### config.mk
export PLATFORM = sky130hd
export DESIGN_NAME = operand_stack
export DESIGN_NICKNAME = d
export VERILOG_FILES = /design/src/rtl/operand_stack_pkg.sv /design/src/rtl/opstack_mem.sv /design/src/rtl/operand_stack.sv
export SDC_FILE = /design/constraint.sdc
export NUM_CORES = 1
export LEC_CHECK = 0
export ABC_CLOCK_PERIOD_IN_PS = 3500
export BUFFER_PORTS_ARGS = -buffer_cell sky130_fd_sc_hd__clkbuf_2
export CAP_MARGIN = 20
export CORE_MARGIN = 8
export CORE_UTILIZATION = 61
export DETAILED_ROUTE_END_ITERATION = 16
export PLACE_DENSITY = 0.9
export SETUP_SLACK_MARGIN = 0.2
export SKIP_LAST_GASP = 1
export SYNTH_ARGS = -nofsm -noshare
export SYNTH_HDL_FRONTEND = slang
export SYNTH_SLANG_ARGS = --single-unit
### constraint.sdc
create_clock -name clk -period 3.5 [get_ports clk]
set_input_delay 0.175 -clock clk [delete_from_list [all_inputs] [get_ports clk]]
set_output_delay 0.175 -clock clk [all_outputs]
set_load 0.01 [all_outputs]
### src/rtl/operand_stack_pkg.sv
// Shared types for the IDIOT operand stack: data word and stack op encodings.
package operand_stack_pkg;

  localparam int WORD_W = 16;

  typedef logic [WORD_W-1:0] word_t;

  typedef enum logic [2:0] {
    STK_NOP  = 3'b000,
    STK_PUSH = 3'b001,
    STK_POP  = 3'b010,
    STK_RED  = 3'b011,
    STK_REPL = 3'b100,
    STK_SWAP = 3'b101,
    STK_CLR  = 3'b110,
    STK_RSVD = 3'b111
  } stk_op_e;

endpackage

### src/rtl/opstack_mem.sv
// Backing store for the stack entries below tos/nos: one write port, one
// combinational read port so POP/RED refill nos in the same cycle.
module opstack_mem
  import operand_stack_pkg::*;
#(
  parameter int WORDS = 14,
  parameter int AW    = 4
) (
  input  logic          clk,
  input  logic          we,
  input  logic [AW-1:0] waddr,
  input  word_t         wdata,
  input  logic [AW-1:0] raddr,
  output word_t         rdata
);

  word_t ram [WORDS];

  // NOTE: storage is deliberately not reset; the depth count decides which
  // words are valid, so clearing the array would only cost reset fan-out.
  always_ff @(posedge clk) begin
    if (we) ram[waddr] <= wdata;
  end

  assign rdata = ram[raddr];

endmodule

### src/rtl/operand_stack.sv
// Operand stack feeding the alu: tos/nos in registers, deeper entries in opstack_mem.
// Define OPSTACK_CHK_EN to suppress illegal ops and flag them on the sticky err output.
module operand_stack
  import operand_stack_pkg::*;
#(
  parameter int DEPTH   = 16,
  parameter int DEPTH_W = 5
) (
  input  logic               clk,
  input  logic               reset,
  input  logic [2:0]         op,
  input  logic [WORD_W-1:0]  wdata,
  output logic [WORD_W-1:0]  tos,
  output logic [WORD_W-1:0]  nos,
  output logic [DEPTH_W-1:0] depth,
  output logic               empty,
  output logic               full,
  output logic               err
);

  localparam int MEM_WORDS = DEPTH - 2;
  localparam int AW        = (MEM_WORDS > 1) ? $clog2(MEM_WORDS) : 1;
  localparam logic [DEPTH_W-1:0] DMAX = DEPTH_W'(DEPTH);

  stk_op_e              op_e;
  word_t                tos_q, nos_q, tos_d, nos_d;
  logic [DEPTH_W-1:0]   depth_q, depth_d, depth_inc, depth_dec;
  logic                 depth_ge2, depth_ge3;
  logic                 illegal;
  logic                 mem_we;
  logic [AW-1:0]        mem_waddr, mem_raddr;
  word_t                mem_rdata, nos_refill;

  assign op_e      = stk_op_e'(op);
  assign empty     = (depth_q == '0);
  assign full      = (depth_q == DMAX);
  assign depth_ge2 = (depth_q >= DEPTH_W'(2));
  assign depth_ge3 = (depth_q >= DEPTH_W'(3));
  assign depth     = depth_q;

  // Registers may hold stale values after shrinking; mask them by depth so
  // absent slots always read as zero.
  assign tos = empty     ? '0 : tos_q;
  assign nos = depth_ge2 ? nos_q : '0;

  // Count wraps mod DEPTH+1 when unchecked ops over/underflow it.
  assign depth_inc = full  ? '0   : depth_q + DEPTH_W'(1);
  assign depth_dec = empty ? DMAX : depth_q - DEPTH_W'(1);

  assign mem_waddr  = AW'(depth_q - DEPTH_W'(2));
  assign mem_raddr  = AW'(depth_q - DEPTH_W'(3));
  assign nos_refill = depth_ge3 ? mem_rdata : '0;

`ifdef OPSTACK_CHK_EN
  logic err_q;

  always_comb begin
    illegal = 1'b0;
    case (op_e)
      STK_PUSH:          illegal = full;
      STK_POP, STK_REPL: illegal = empty;
      STK_RED, STK_SWAP: illegal = !depth_ge2;
      STK_RSVD:          illegal = 1'b1;
      default:           illegal = 1'b0;
    endcase
  end

  always_ff @(posedge clk or posedge reset) begin
    if (reset)        err_q <= 1'b0;
    else if (illegal) err_q <= 1'b1;
  end

  assign err = err_q;
`else
  assign illegal = 1'b0;
  assign err     = 1'b0;
`endif

  always_comb begin
    // NOTE: every output of this block gets a default first, so no path can
    // leave one unassigned and infer a latch.
    tos_d   = tos_q;
    nos_d   = nos_q;
    depth_d = depth_q;
    mem_we  = 1'b0;
    if (!illegal) begin
      case (op_e)
        STK_PUSH: begin
          tos_d   = wdata;
          nos_d   = tos;
          depth_d = depth_inc;
          mem_we  = depth_ge2 && !full;
        end
        STK_POP: begin
          tos_d   = nos;
          nos_d   = nos_refill;
          depth_d = depth_dec;
        end
        STK_RED: begin
          tos_d   = wdata;
          nos_d   = nos_refill;
          depth_d = depth_dec;
        end
        STK_REPL: tos_d = wdata;
        STK_SWAP: begin
          tos_d = nos;
          nos_d = tos;
        end
        STK_CLR: begin
          tos_d   = '0;
          nos_d   = '0;
          depth_d = '0;
        end
        default: ;
      endcase
    end
  end

  // NOTE: state registers use non-blocking assignments so every register
  // samples the pre-edge values, independent of statement order.
  always_ff @(posedge clk or posedge reset) begin
    if (reset) begin
      tos_q   <= '0;
      nos_q   <= '0;
      depth_q <= '0;
    end else begin
      tos_q   <= tos_d;
      nos_q   <= nos_d;
      depth_q <= depth_d;
    end
  end

  opstack_mem #(
    .WORDS (MEM_WORDS),
    .AW    (AW)
  ) u_mem (
    .clk   (clk),
    .we    (mem_we),
    .waddr (mem_waddr),
    .wdata (nos),
    .raddr (mem_raddr),
    .rdata (mem_rdata)
  );

endmodule

# Word level (Yosys, flattened, before mapping)
# Memories as Yosys holds them, arrays and structs flattened.
# Index checks and enable logic that the tools add are counted.
# op_classes
add_sub_neg,4
n_lt_le_gt_ge,2
n_eq_ne,7
muxes,11
reduce_logical,10
# ops
operator,count
16-bit one-hot mux with 3 select lines,2
16-bit two-way mux,3
5-bit one-hot mux with 3 select lines,1
"5-bit by 2-bit greater-or-equal comparator with 1-bit output, second input constant",2
5-bit two-way mux,2
"3-bit == test, second input constant",3
3-bit nonzero test,3
"4-bit by 2-bit subtractor with 4-bit output, second input constant",2
"3-bit by 2-bit == test with 1-bit output, second input constant",2
2-bit OR reduction,3
"5-bit by 1-bit adder with 5-bit output, second input constant",1
"5-bit == test, second input constant",1
5-bit logical NOT,1
"5-bit by 1-bit subtractor with 5-bit output, second input constant",1
"3-bit by 1-bit == test with 1-bit output, second input constant",1
1-bit two-way mux,3
3-bit OR reduction,1
1-bit logical AND,1
1-bit logical NOT,1
# totals
regBits,37
ramBits,224
in_bits,21
output_inout_bits,40
mem_count,1
# memory_table
name,words,word_bits,rd,rd_ports_with_merged_regs,write_ports,line,rtl
u_mem.ram,14,16,1,0,1,opstack_mem.sv:17,word_t ram [WORDS];

# Depth between registers and ports, before layout
# logic_depth
depth_word,6
depth_mapped,11

# By module
# From an unflattened synthesis, not the netlist that was laid out.
# unflattened
hier_cells,600
area_unflattened_um2,10859.2
# by_module_without_submodules
mod,n_inst,cells_each,area_each_um2,seq_area_each_um2
opstack_mem,1,379,8600.7,6726.5
operand_stack,1,221,2258.4,925.9

# Worst setup path before layout
# No wires, ideal clock.
# synth_timing
kind,register to register
from,reg depth_q[0] (netlist: depth[0])
to,mem u_mem.ram[1][0] (netlist name) (enable)
arrival_ns,2.939
setup_slack_ns,0.187
path_stages_with_launch,11
path_buffers,3
cell_sequence,dfrtp_1 buf_2 buf_4 buf_2 inv_1 ha_1 nor4bb_1 or3_1 or3b_1 nor2_1 and2_1
# synth_between
elab_chain_cells,6
# synth_lines
item,line,rtl
from (decl),operand_stack.sv:27,"logic [DEPTH_W-1:0] depth_q, depth_d, depth_inc, depth_dec;"
from (signal assigned),operand_stack.sv:129,depth_q <= depth_d;
5-bit == test,operand_stack.sv:36,assign full = (depth_q == DMAX);
named net full,operand_stack.sv:17,"output logic full,"
1-bit logical NOT,operand_stack.sv:92,mem_we = depth_ge2 && !full;
1-bit logical AND,operand_stack.sv:92,
1-bit two-way mux,operand_stack.sv:87,case (op_e)
1-bit two-way mux,opstack_mem.sv:22,if (we) ram[waddr] <= wdata;
1-bit two-way mux (implied by the code),opstack_mem.sv:22,
to (decl),opstack_mem.sv:17,
# The timed path passes the listed nets, and every way through them passes these cells.

# Final worst setup path
# layout_timing
from,reg depth_q[1] (netlist: depth[1])
to,mem u_mem.ram[3][5] (netlist name) (enable)
# layout_between
elab_chain_cells,6
# layout_lines
item
branches (longest 6 deep; another with 5-bit by 2-bit greater-or-equal comparator with 1-bit output)
# Parallel ways; which one is timed is not known.

==> impl_results.md <==
- Status: finished clean
- Worst-Margin Slew: 0.826 ns
- Max incr delay on CP: 0.53 ns
- Average vias per placed instance: 6.82
- Async set or reset register ratio after synthesis: 14.2%
- Clk_skew: 0.0173 ns
- Final wirelength: 26900 um
- Crit path DAT: 3.38 ns
- Post-synth EDFFs: 224
- Starting Density: 62.5%
- Post-DP HPWL: 16800 um
- Post-synthesis sequential area ratio: 70.8%
- Die height: 149 um
- GRT Total Usage: 24.0%
- Die W: 149 um
- Power per cell area: 875 nW/um^2
- Final setup fails: 0
- Reg clk slew, reported paths: 0.06 ns
- Synth Area in Simple Gates: 7.92%
- Grt total ovfl: 0
- Synth warn: 0
- CTS H-tree lvls: 1
- Buffer count from post-CTS setup fixing: 0
- IO buf count: 59
- RSZ-0062 raised after global routing: no
- Buffer and inverter count on the worst path: 1
- CP cell instances: inv_1 -> ha_1 -> nor4bb_1 -> or3_1 -> or3b_1 -> nor2_1 -> and2_2
- # DRC: 0
- Leak: 0.00441 uW
- Clock sink count: 261
- Area leader, netlist: edfxtp_1
- HP Class: primary input to register
- Nature of the critical path endpoint: register
- Total core area: 17300 sq um
- Ant. Diodes: 0
- Final Cycle Share: 91.5%
- Fmax: 312 MHz
- Clk Latency, worst-skew pair: 0.53 ns
- Area share of fa/ha/maj cells after synthesis: 1.16%
- CTS Root Cell: clkbuf_16
- Flops & latches, synth: 261
- Max-Cap Viols: 0
- Compound-Gate Fraction of Synth Area: 5.96%
- Non-filler cells, final: 969
- DR vias: 6608
- Clock buffer depth: 3
- Kind of critical path: register to register
- VDD IR-drop max: 570 uV
- Slowest stage cell, crit path: and2_2
- Startpoint types: register
- Mux cell area share after synthesis: 11.6%
- Global-route wire length before repair: 40100 um
- Share of layout cells above drive strength 1: 27.0%
- Layout Nets: 755
- Hold WS: 0.00394 ns
- CP delay by family, top: simple AND/OR/NAND/NOR gates
- Ys flop type: edfxtp_1
- Number of DRC markers in iteration 0: 929
- Final hold viol count: 0
- Setup TNS: 0 ns
- Critical path fanouts, max: 16
- Global placer's final weighted congestion: 0.898
- Synth Instances: 636
- Post-synthesis xor/xnor area fraction: 0.556%
- Antenna Nets Post-Route: 0
- Synthesized net count: 667
- Placed insts: 908
- CTS Buf Count: 26
- Top cells by area, synth: edfxtp_1 (62%), mux4_2 (10%), dfrtp_1 (8.6%)
- Vias in the first global route: 6479
- Synth cell types: 39
- Relative slew margins: 44.4%
- Pins over their slew limit: 0
- Initial antenna violation count: 0
- CP Data Required Time: 3.68 ns
- CTS tree: built
- Largest net degree at the start of global routing: 39
- DR pass1 iterations: 5
- Cell Area, Synth: 10800 sq um
- Largest family of logic cells by synthesized area: multiplexers
- Layout area overhead: 15.5%
- Row cnt: 48
- WL per Instance: 27.8 um
- Total design power: 10900 uW
- Post-synth top area share: 62.3%
- Syn_area_per_cell: 17.0 sq um
- I/O pin count: 61
- Period minus WS final: 3.20 ns
- Die ar.: 22200 sq um
flip-flops by register name, summed over array words and instances, names as in the netlist:
register	flops
tos_q	16
nos_q	16
depth	5
u_mem.ram	224
area by class of cell:
class	count	area, sq um
flip-flops and latches	261	7660
repair buffers	98	648
multi-input cells	329	2990
well taps	225	282
fillers	950	4820
clock buffers	34	722
clock inverters	14	143
inverters	8	30.0
metal layers:
metal / track usage (%) / up-vias / share of wire (%)
met5: 0 / - / 0
met4: 10.8 / 0 / 4.1
met3: 5.04 / 81 / 12
met2: 36.6 / 517 / 46
met1: 33.1 / 3299 / 37
li1: - / 2711 / -
cell families after synthesis:
logic type,after synthesis
compound gates,89
xor+xnor,6
fa+ha+maj,10
buf+inv,46
flops,261
mux,65
other cells,1
simple gates,158
worst reg2reg max path, delay by kind of cell, from the launching register on:
| family | cells | cell delay (ns) |
|---|---|---|
| and+or+nand+nor | 5 | 1.88 |
| buffers and inverters | 1 | 0.17 |
| adders and majority gates | 1 | 0.32 |
| DFF | 1 | 0.47 |
per-stage QoR:
step / utilization [%] / setup slack, ns / cell area, sq um
CTS: 71.9 / 0.272 / 12400
finish: 72.1 / 0.298 / 12500
global route: 72.1 / 0.240 / 12500
floorplan: - / 0.369 / 10800
global placement: 66.2 / 0.634 / 11400
detailed placement: 66.3 / 0.507 / 11500
where the power goes:
part           internal (uW)  switching, uW  total, uW  leakage [uW]
Clock                   1670           1130       2800      0.000425
Sequential              4050            226       4270       0.00251
Combinational           1360           2490       3840       0.00148
placed cells by master (no fill, tap or decap), types with 2 or more instances in the layout:
cell type      count
clkinv_2           6
nand2b_1           4
a21o_1             2
o31ai_1            3
nand3_1            3
clkinv_1           5
and2_2            19
a22oi_1           17
nor2_1            40
a211oi_1          18
a31oi_1            2
o22ai_1            2
nor3_1            34
xor2_2             2
ha_1              10
clkbuf_2          59
buf_4             25
bufinv_16          3
or3_1              2
and2_1            11
dlygate4sd3_1     11
a21oi_1           23
dfrtp_1           36
nor2b_1           20
clkbuf_1           5
o21ai_0            2
nor4_1            18
buf_12             2
mux4_2            48
mux2i_1           17
clkbuf_16         27
inv_1              7
a221o_1           16
nand2_1            4
clkbuf_8           2
xnor2_1            2
edfxtp_1         224
what timing repair did:
item                                    in CTS  in global routing
hold endpoints to repair                    47                  0
endpoints found under the setup margin       0                 11
hold buffers                                11                  0
resized for setup                            0                 11
Yosys cell counts (2+ instances only):
cell type and n:
nor2_1 40, nand3_1 3, or3_1 2, mux2i_1 17, o21ai_0 2, dfrtp_1 37
xor2_1 3, nor3_1 34, a21oi_1 23, a211oi_1 18, mux4_2 48, o31ai_1 3
a22oi_1 17, nor4_1 18, nand2_1 4, buf_2 16, ha_1 10, and2_1 30
nor2b_1 20, o22ai_1 2, inv_1 7, a31oi_1 2, clkbuf_1 17, buf_4 5
a221o_1 16, a21o_1 2, nand2b_1 4, edfxtp_1 224, xnor2_1 2
worst paths after layout:
path / start / to / slack [ns] / depth (start not counted)
worst max register to register: depth[1] / u_mem.ram[3][5] / 0.30 / 7
min in group asynchronous: reset / depth[4] / 0.32 / 4
worst min-delay path: wdata[4] / tos_q[4] / 0.004 / 3
worst max-delay path: depth[1] / u_mem.ram[3][5] / 0.30 / 7
max in group asynchronous: reset / depth[0] / 2.81 / 4
worst min register to register: nos_q[3] / nos_q[3] / 0.54 / 1
No activity file was read; power rests on OpenSTA's default activity.
